### config.mk
export PLATFORM = sky130hd
export DESIGN_NAME = freq_meas_scheduler
export DESIGN_NICKNAME = d
export VERILOG_FILES = /design/src/rtl/freq_meas_scheduler_pkg.sv /design/src/rtl/freq_edge_sync.sv /design/src/rtl/freq_meas_scheduler.sv
export SDC_FILE = /design/constraint.sdc
export NUM_CORES = 1
export LEC_CHECK = 0
export BUFFER_PORTS_ARGS = -buffer_cell sky130_fd_sc_hd__buf_2
export CORE_MARGIN = 1
export CORE_UTILIZATION = 40
export DETAILED_ROUTE_END_ITERATION = 10
export HOLD_SLACK_MARGIN = 0.06
export SYNTH_ARGS = -nofsm -noshare
export SYNTH_HDL_FRONTEND = slang
export SYNTH_SLANG_ARGS = --single-unit
### constraint.sdc
create_clock -name clk -period 5.05 [get_ports clk]
set_input_delay 0 -clock clk [delete_from_list [all_inputs] [get_ports clk]]
set_output_delay 0 -clock clk [all_outputs]
set_load 0.01 [all_outputs]
### src/rtl/freq_meas_scheduler_pkg.sv
// Shared types and helpers for the multiplexed frequency-measurement scheduler:
// FSM encoding, default result width and channel-selection helper.
package freq_meas_scheduler_pkg;

    typedef enum logic [2:0] {
        ST_IDLE,
        ST_SETTLE,
        ST_GATE,
        ST_CALC,
        ST_REPORT
    } state_e;

    localparam int                   DEF_CNT_W = 24;
    localparam logic [DEF_CNT_W-1:0] DEF_SAT   = '1;

    typedef struct packed {
        logic       found;
        logic [1:0] idx;
    } ch_pick_t;

    // Lowest set bit of mask at index >= from; from = 4 means no candidate remains.
    function automatic ch_pick_t next_set(input logic [3:0] mask, input logic [2:0] from);
        ch_pick_t pick;
        pick = '0;
        for (int i = 3; i >= 0; i--) begin
            if (mask[i] && (3'(i) >= from)) begin
                pick.found = 1'b1;
                pick.idx   = 2'(i);
            end
        end
        return pick;
    endfunction

endpackage

### src/rtl/freq_edge_sync.sv
// Two-flop synchroniser for the selected measured signal followed by a
// rising-edge detector.
module freq_edge_sync (
    input  logic clk,
    input  logic res,
    input  logic sig,
    output logic rise
);

    logic meta_q;
    logic sync_q;
    logic prev_q;

    // NOTE: non-blocking assignments so each flop samples its pre-edge neighbour.
    always_ff @(posedge clk or posedge res) begin
        if (res) begin
            meta_q <= 1'b0;
            sync_q <= 1'b0;
            prev_q <= 1'b0;
        end else begin
            meta_q <= sig;
            sync_q <= meta_q;
            prev_q <= sync_q;
        end
    end

    assign rise = sync_q & ~prev_q;

endmodule

### src/rtl/freq_meas_scheduler.sv
// Scans enabled channels through one gated edge counter, scales the count to Hz
// and hands each reading to the consumer over a valid/ready handshake.
module freq_meas_scheduler
    import freq_meas_scheduler_pkg::*;
#(
    parameter int GATE_CYCLES   = 500000,
    parameter int SCALE         = 20,
    parameter int SETTLE_CYCLES = 3,
    parameter int CNT_W         = DEF_CNT_W
) (
    input  logic             clk,
    input  logic             res,
    input  logic             start,
    input  logic             cont,
    input  logic [3:0]       ch_mask,
    input  logic [3:0]       sig_in,
    output logic             busy,
    output logic [1:0]       ch_sel,
    output logic [CNT_W-1:0] result,
    output logic [1:0]       result_ch,
    output logic             result_valid,
    input  logic             result_ready,
    output logic             overflow
);

    localparam int               GC_W   = $clog2(GATE_CYCLES + 1);
    localparam int               SC_W   = $clog2(SETTLE_CYCLES + 1);
    localparam int               PROD_W = CNT_W + 32;
    localparam logic [CNT_W-1:0] SAT    = '1;

    state_e            state_q, state_d;
    logic [3:0]        mask_q, mask_d;
    logic [1:0]        ch_sel_q, ch_sel_d;
    logic [SC_W-1:0]   settle_cnt_q, settle_cnt_d;
    logic [GC_W-1:0]   gate_cnt_q, gate_cnt_d;
    logic [CNT_W-1:0]  edge_cnt_q, edge_cnt_d;
    logic [CNT_W-1:0]  result_q, result_d;
    logic [1:0]        result_ch_q, result_ch_d;
    logic              valid_q, valid_d;
    logic              ovf_q, ovf_d;

    logic              rise;
    logic [PROD_W-1:0] prod;
    ch_pick_t          higher_pick;
    ch_pick_t          start_pick;

    freq_edge_sync u_sync (
        .clk  (clk),
        .res  (res),
        .sig  (sig_in[ch_sel_q]),
        .rise (rise)
    );

    assign prod        = PROD_W'(edge_cnt_q) * PROD_W'(SCALE);
    assign higher_pick = next_set(mask_q, {1'b0, ch_sel_q} + 3'd1);
    assign start_pick  = next_set(ch_mask, 3'd0);

    always_ff @(posedge clk or posedge res) begin
        if (res) begin
            state_q      <= ST_IDLE;
            mask_q       <= '0;
            ch_sel_q     <= '0;
            settle_cnt_q <= '0;
            gate_cnt_q   <= '0;
            edge_cnt_q   <= '0;
            result_q     <= '0;
            result_ch_q  <= '0;
            valid_q      <= 1'b0;
            ovf_q        <= 1'b0;
        end else begin
            state_q      <= state_d;
            mask_q       <= mask_d;
            ch_sel_q     <= ch_sel_d;
            settle_cnt_q <= settle_cnt_d;
            gate_cnt_q   <= gate_cnt_d;
            edge_cnt_q   <= edge_cnt_d;
            result_q     <= result_d;
            result_ch_q  <= result_ch_d;
            valid_q      <= valid_d;
            ovf_q        <= ovf_d;
        end
    end

    // NOTE: every next-state variable gets its hold value first so no path infers a latch.
    always_comb begin
        state_d      = state_q;
        mask_d       = mask_q;
        ch_sel_d     = ch_sel_q;
        settle_cnt_d = settle_cnt_q;
        gate_cnt_d   = gate_cnt_q;
        edge_cnt_d   = edge_cnt_q;
        result_d     = result_q;
        result_ch_d  = result_ch_q;
        valid_d      = valid_q;
        ovf_d        = ovf_q;

        unique case (state_q)
            ST_IDLE: begin
                if (start && start_pick.found) begin
                    mask_d       = ch_mask;
                    ch_sel_d     = start_pick.idx;
                    settle_cnt_d = '0;
                    state_d      = ST_SETTLE;
                end
            end
            ST_SETTLE: begin
                if (settle_cnt_q == SC_W'(SETTLE_CYCLES - 1)) begin
                    edge_cnt_d = '0;
                    gate_cnt_d = '0;
                    state_d    = ST_GATE;
                end else begin
                    settle_cnt_d = settle_cnt_q + 1'b1;
                end
            end
            ST_GATE: begin
                if (rise && (edge_cnt_q != SAT)) begin
                    edge_cnt_d = edge_cnt_q + 1'b1;
                end
                if (gate_cnt_q == GC_W'(GATE_CYCLES - 1)) begin
                    state_d = ST_CALC;
                end else begin
                    gate_cnt_d = gate_cnt_q + 1'b1;
                end
            end
            ST_CALC: begin
                ovf_d       = |prod[PROD_W-1:CNT_W];
                result_d    = ovf_d ? SAT : prod[CNT_W-1:0];
                result_ch_d = ch_sel_q;
                valid_d     = 1'b1;
                state_d     = ST_REPORT;
            end
            ST_REPORT: begin
                if (result_ready) begin
                    valid_d      = 1'b0;
                    settle_cnt_d = '0;
                    if (higher_pick.found) begin
                        ch_sel_d = higher_pick.idx;
                        state_d  = ST_SETTLE;
                    end else if (cont) begin
                        // Scan wraps: the mask is re-sampled so enables can change between scans.
                        mask_d = ch_mask;
                        if (start_pick.found) begin
                            ch_sel_d = start_pick.idx;
                            state_d  = ST_SETTLE;
                        end else begin
                            state_d = ST_IDLE;
                        end
                    end else begin
                        state_d = ST_IDLE;
                    end
                end
            end
            default: state_d = ST_IDLE;
        endcase
    end

    assign busy         = (state_q != ST_IDLE);
    assign ch_sel       = ch_sel_q;
    assign result       = result_q;
    assign result_ch    = result_ch_q;
    assign result_valid = valid_q;
    assign overflow     = ovf_q;

endmodule

## After elaboration in Yosys (flattened, before gate mapping)

Index checks and enable logic that the tools add are counted.

| storage, ports and cells | value |
|---|---|
| output and inout port bits | 31 |
| memories kept | 0 |
| memory bits (read-only) | 0 |
| register bits after elaboration | 85 |
| bits in latches | 0 |
| RAM bits | 0 |

| operators by class | value |
|---|---|
| multipliers | 1 |
| reduce and logical (&&, ||, !) cells | 20 |
| eq/ne operators | 18 |
| muxes and demuxes | 42 |
| shifts and indexed selects | 0 |
| order comparisons | 5 |
| bitwise operators | 2 |
| divide/modulo/power cells | 0 |
| $add $sub $neg | 4 |

Operators by type and width:

| kind | count |
|---|---|
| two-way mux 24 bit | 3 |
| one-hot mux 24 bit (2 select lines) | 1 |
| two-way mux 3 bit | 14 |
| two-way mux 19 bit | 2 |
| one-hot mux 19 bit (2 select lines) | 1 |
| multiplier 24 x 3 -> 27 bit (second input constant) | 1 |
| adder 24 x 1 -> 24 bit (second input constant) | 1 |
| != test 24 bit (second input constant) | 1 |
| adder 19 x 1 -> 19 bit (second input constant) | 1 |
| equality test 19 bit (second input constant) | 1 |
| != test 2 bit (second input constant) | 9 |
| two-way mux 2 bit | 8 |
| two-way mux 4 bit | 4 |
| one-hot mux 3 bit (5 select lines) | 1 |
| AND reduction 5 bit | 2 |
| one-hot mux 4 bit (2 select lines) | 1 |
| AND reduction 4 bit | 2 |
| equality test 3 x 2 -> 1 bit (second input constant) | 2 |
| >= comparator 1 x 3 -> 1 bit (first input constant) | 2 |
| >= comparator 2 x 3 -> 1 bit (first input constant) | 2 |
| logical AND 1 bit | 6 |
| != test 3 bit (second input constant) | 2 |
| one-hot mux 2 bit (3 select lines) | 1 |
| AND reduction 3 bit | 2 |
| 17 further kinds | 22 |

## Longest topological paths before layout

| depth | value |
|---|---|
| word-level depth | 10 |
| mapped depth | 11 |
| mapped depth without buffers | 10 |

## Cells and area by module

A second synthesis with hierarchy kept.

| second synthesis, totals | value |
|---|---|
| cells, all modules | 608 |
| area, all modules | 5,565.3 um2 |

Modules (own cells, without submodules):

| module | area each (um2) | cells an instance | sequential area each (um2) | instances |
|---|---|---|---|---|
| freq_meas_scheduler | 5,472.7 | 603 | 1,976.9 | 1 |
| freq_edge_sync | 92.6 | 5 | 75.1 | 1 |

## Worst setup path after synthesis

No wires, ideal clock.

| timing | value |
|---|---|
| kind | reg2reg |
| start | reg edge_cnt_q[3] |
| end | reg result_q[23], in the netlist result[23] |
| data required time | 4.912 ns |
| path slack | 1.901 ns |
| stages on the path, launching flop included | 12 |
| setup time | 0.138 ns |
| data arrival time | 3.012 ns |
| cell sequence | dfrtp_1 ha_1 ha_1 fa_1 a21oi_2 o211ai_2 or4b_4 a21oi_1 o311a_1 o32ai_2 clkbuf_1 a31oi_1 |

| between the ends | value |
|---|---|
| word-level cells in the longest chain between the ends | 3 |

RTL lines:

| what | RTL line | source |
|---|---|---|
| from (decl) | freq_meas_scheduler.sv:36 | `logic [CNT_W-1:0] edge_cnt_q, edge_cnt_d;` |
| from (signal assigned) | freq_meas_scheduler.sv:76 | `edge_cnt_q <= edge_cnt_d;` |
| multiplier 24 x 3 -> 27 bit * | freq_meas_scheduler.sv:54 | `assign prod = PROD_W'(edge_cnt_q) * PROD_W'(SCALE);` |
| OR reduction 5 bit | freq_meas_scheduler.sv:126 | `ovf_d = \|prod[PROD_W-1:CNT_W];` |
| two-way mux 24 bit * | freq_meas_scheduler.sv:127 | `result_d = ovf_d ? SAT : prod[CNT_W-1:0];` |
| to (signal assigned) | freq_meas_scheduler.sv:77 | `result_q <= result_d;` |
| to (decl) | freq_meas_scheduler.sv:37 | `logic [CNT_W-1:0] result_q, result_d;` |

Every way passes the cells marked *; elsewhere a longest branch is shown, timed or not.
A chain may end at the register's enable or synchronous reset.

## Worst setup path in the final report

| timing | value |
|---|---|
| start | reg edge_cnt_q[2] |
| end | reg result_q[18], in the netlist result[18] |

The elaborated chain is that of the path after synthesis.

==> summary.txt <==
GRT
  – Grt ovf: 0
  – Initial antenna violation count: 0
  – GRT Overall Usage: 0.185
  – Vias in the first global route: 4400
  – Largest net degree at the start of global routing: 83
  – Global-route wire length before repair: 21.0 mm

Clock network
  – Post-CTS sizing: 0
  – CTS tree: done
  – Total CTS buffers: 9
  – Root Driver: clkbuf_16
  – Reg clk slew, reported paths: 0.06 ns
  – Num Clock Sinks: 82
  – H-tree Lvls: 3
  – Clk_lat worst skew: 0.35 ns
  – Max Root-Sink Buffers: 2

Power and ir drop
  – Cell Pwr Density: 377 nW/um^2
  – Peak ir drop on the vdd network: 0.000224 V
  – Pleak: 2.91 nW

Placement
  – Post-Place Cells: 805
  – Port bufs: 43
  – HPWL after DPL: 9.00 mm
  – Placed cell area: 5800 um^2
  – Routability cong.: 0.858

Worst setup path
  – Peak fanout along the critical path: 19
  – Worst EP arrival: 3.69 ns
  – Worst setup EP type: register
  – Worst EP required: 5.25 ns
  – Crit start category: register
  – Crit Path Category: register to register

Timing
  – Final cycle utilization of the critical path: 0.689
  – Final TNS setup: 0 ns
  – Max-Slew Margin vs Limit: 0.298
  – Clk_skew: 0.00933 ns
  – Worst-Margin Slew: 1.05 ns
  – Final Hold Viols: 0
  – Maximum clock rate: 0.287 GHz
  – Shortest period the worst path allows: 3.48 ns
  – Final Slew Violations: 0
  – Final setup fails: 0
  – RSZ-0062 raised after global routing: false
  – Hold slack: 0.137 ns

Synthesis
  – Most common cell in the synthesized netlist: nor2_1
  – Sequential area share after synthesis: 0.377
  – Synthesized area: 5440 um^2
  – Synth top area cells: dfrtp_1 38%, ha_1 11%, nor2_1 6.7%, xor2_1 6.1%, a21oi_1 3.1%
  – Area fraction in and, or, nand and nor cells after synthesis: 0.222
  – Async set or reset register ratio after synthesis: 1.00
  – Post-Synth Adder-Cell Area: 0.112
  – Post-synth EDFFs: 0
  – Leading area contributor after synthesis: dfrtp_1
  – Synth top area share: 0.377
  – Syn_nets: 665
  – Main combinational cell family by area after synthesis: simple AND/OR/NAND/NOR gates
  – Gate Count Post-Synth: 604
  – Synth warn: 0
  – Commonest register cell after synthesis: dfrtp_1
  – Synth Area in Compound Gates: 0.155
  – Synthesized area per cell: 9.00 um^2
  – Mux cell area share after synthesis: 0.0143
  – Yosys cell types: 66
  – Post-Synth XOR/XNOR Area: 0.0838
  – #FFs+latches synth: 82
  – Post-synth top cells: 97 x nor2_1, 82 x dfrtp_1, 47 x ha_1

Floorplanning
  – Die height: 119 um
  – Initial cell density of the core: 0.411
  – Total core area: 13200 um^2
  – Die area: 14100 um^2
  – Io pins: 44
  – # rows: 42
  – Die X: 119 um

Route
  – Post-DR vias/cell: 5.56
  – Final WL: 12.4 mm
  – Vias: 4612
  – DRC: 0
  – Final ANT Viol Nets: 0
  – Initial DRC count: 271
  – Detailed Routing Iterations Pass 1: 4
  – Wire length per cell: 14.9 um

Finish
  – Non-Filler Cell Area, Final: 6220 um^2
  – Fillers: 1278
  – Nets: 710
  – Core Util, Final: 0.469
  – Finished Layout Cells: 830
  – Share of layout cells above drive strength 1: 0.128
  – Area growth syn-to-layout: 14.3%
  – Antenna diodes: 0

Outcome
  – Outcome: finished, final reports clean

Flow run
  – Max_cap viols: 0

Hold path
  – HP Class: input pin to register
[per-layer routing]
metal	wire, um	track usage	vias to the layer above
met2	5820	0.296	104
met3	406	0.0261	26
met4	341	0.0807	0
met5	0	0	-
met1	5830	0.248	2217
li1	-	-	2265
[cell type report]
cell class	count	area (um^2)	area share
Clock buffer	11	243	0.0390
Clock inverter	5	85.1	0.0137
Inverter	22	83.8	0.0135
Multi-Input combinational cell	477	3190	0.513
Sequential cell	82	2050	0.330
Tap cell	176	220	0.0354
Timing Repair Buffer	57	343	0.0552
[sequential cells by signal (all words and copies together) (netlist names)]
register	cells
ch_sel	2
edge_cnt_q	24
gate_cnt_q	19
mask_q	3
result	23
result_ch	2
result_valid	1
settle_cnt_q	2
state_q	3
u_sync.meta_q	1
u_sync.prev_q	1
u_sync.sync_q	1
[through the flow]
step	setup WS, ns	power, mW
floorplan	1.90	1.40
global placement	1.73	1.60
finish	1.57	2.34
detailed placement	1.64	1.63
CTS	1.62	2.37
global route	1.41	2.49
[repair_timing]
action | in CTS | in global routing
buffers inserted | 0 | 0
hold buffers | 9 | 0
endpoints found under the hold margin | 90 | 0
setup endpoints to repair | 0 | 0
[logic make-up (layout without fill, tap and decap cells)]
group	Yosys count	count (layout)
muxes	6	6
AOI/OAI and AO/OA	126	126
and+or+nand+nor	245	245
DFF	82	82
adders and majority gates	48	48
xor gates and xnor gates	52	52
buffers and inverters	45	95
[final timing paths]
| check | from | endpoint | slack (ns) | depth (start not counted) |
|---|---|---|---|---|
| min in group asynchronous | res | edge_cnt_q[3] | 0.53 | 4 |
| worst max register to register | edge_cnt_q[2] | result[18] | 1.57 | 10 |
| worst min-delay path | cont | state_q[0] | 0.14 | 5 |
| worst min register to register | u_sync.meta_q | u_sync.sync_q | 0.34 | 0 |
| worst max-delay path | edge_cnt_q[2] | result[18] | 1.57 | 10 |
| max in group asynchronous | res | result[18] | 3.84 | 4 |
[power breakdown]
part | switching (mW) | internal [mW] | leakage [nW]
registers | 0.129 | 0.822 | 1.06
logic | 0.381 | 0.286 | 1.69
clock network | 0.276 | 0.449 | 0.156
total | 0.786 | 1.56 | 2.91
[critical path, cell delays in order, from the launching register on]
cell and delay (ns):
dfrtp_1 0.46, ha_1 0.37, ha_1 0.34, a211oi_2 0.26, o21a_1 0.24, nor4_1 0.08, o31a_1 0.29, or4_4 0.54
nor4_4 0.29, buf_4 0.32, a31oi_1 0.13
[cell usage in the layout (no fill, tap or decap), types with 5 or more instances in the layout]
master,instances
nor4_1,5
nand2_1,38
dfrtp_1,82
nand3_1,32
inv_1,21
and3_1,6
a21oi_1,34
xnor2_1,14
and4_1,8
nand4_1,16
buf_2,43
nor2b_1,5
o21ai_0,25
clkbuf_16,9
nand2b_1,5
dlygate4sd3_1,9
buf_4,5
xor2_1,38
nor3_1,14
ha_1,47
a31oi_1,24
nor2_1,97
Power figures use the tool's default switching activity.
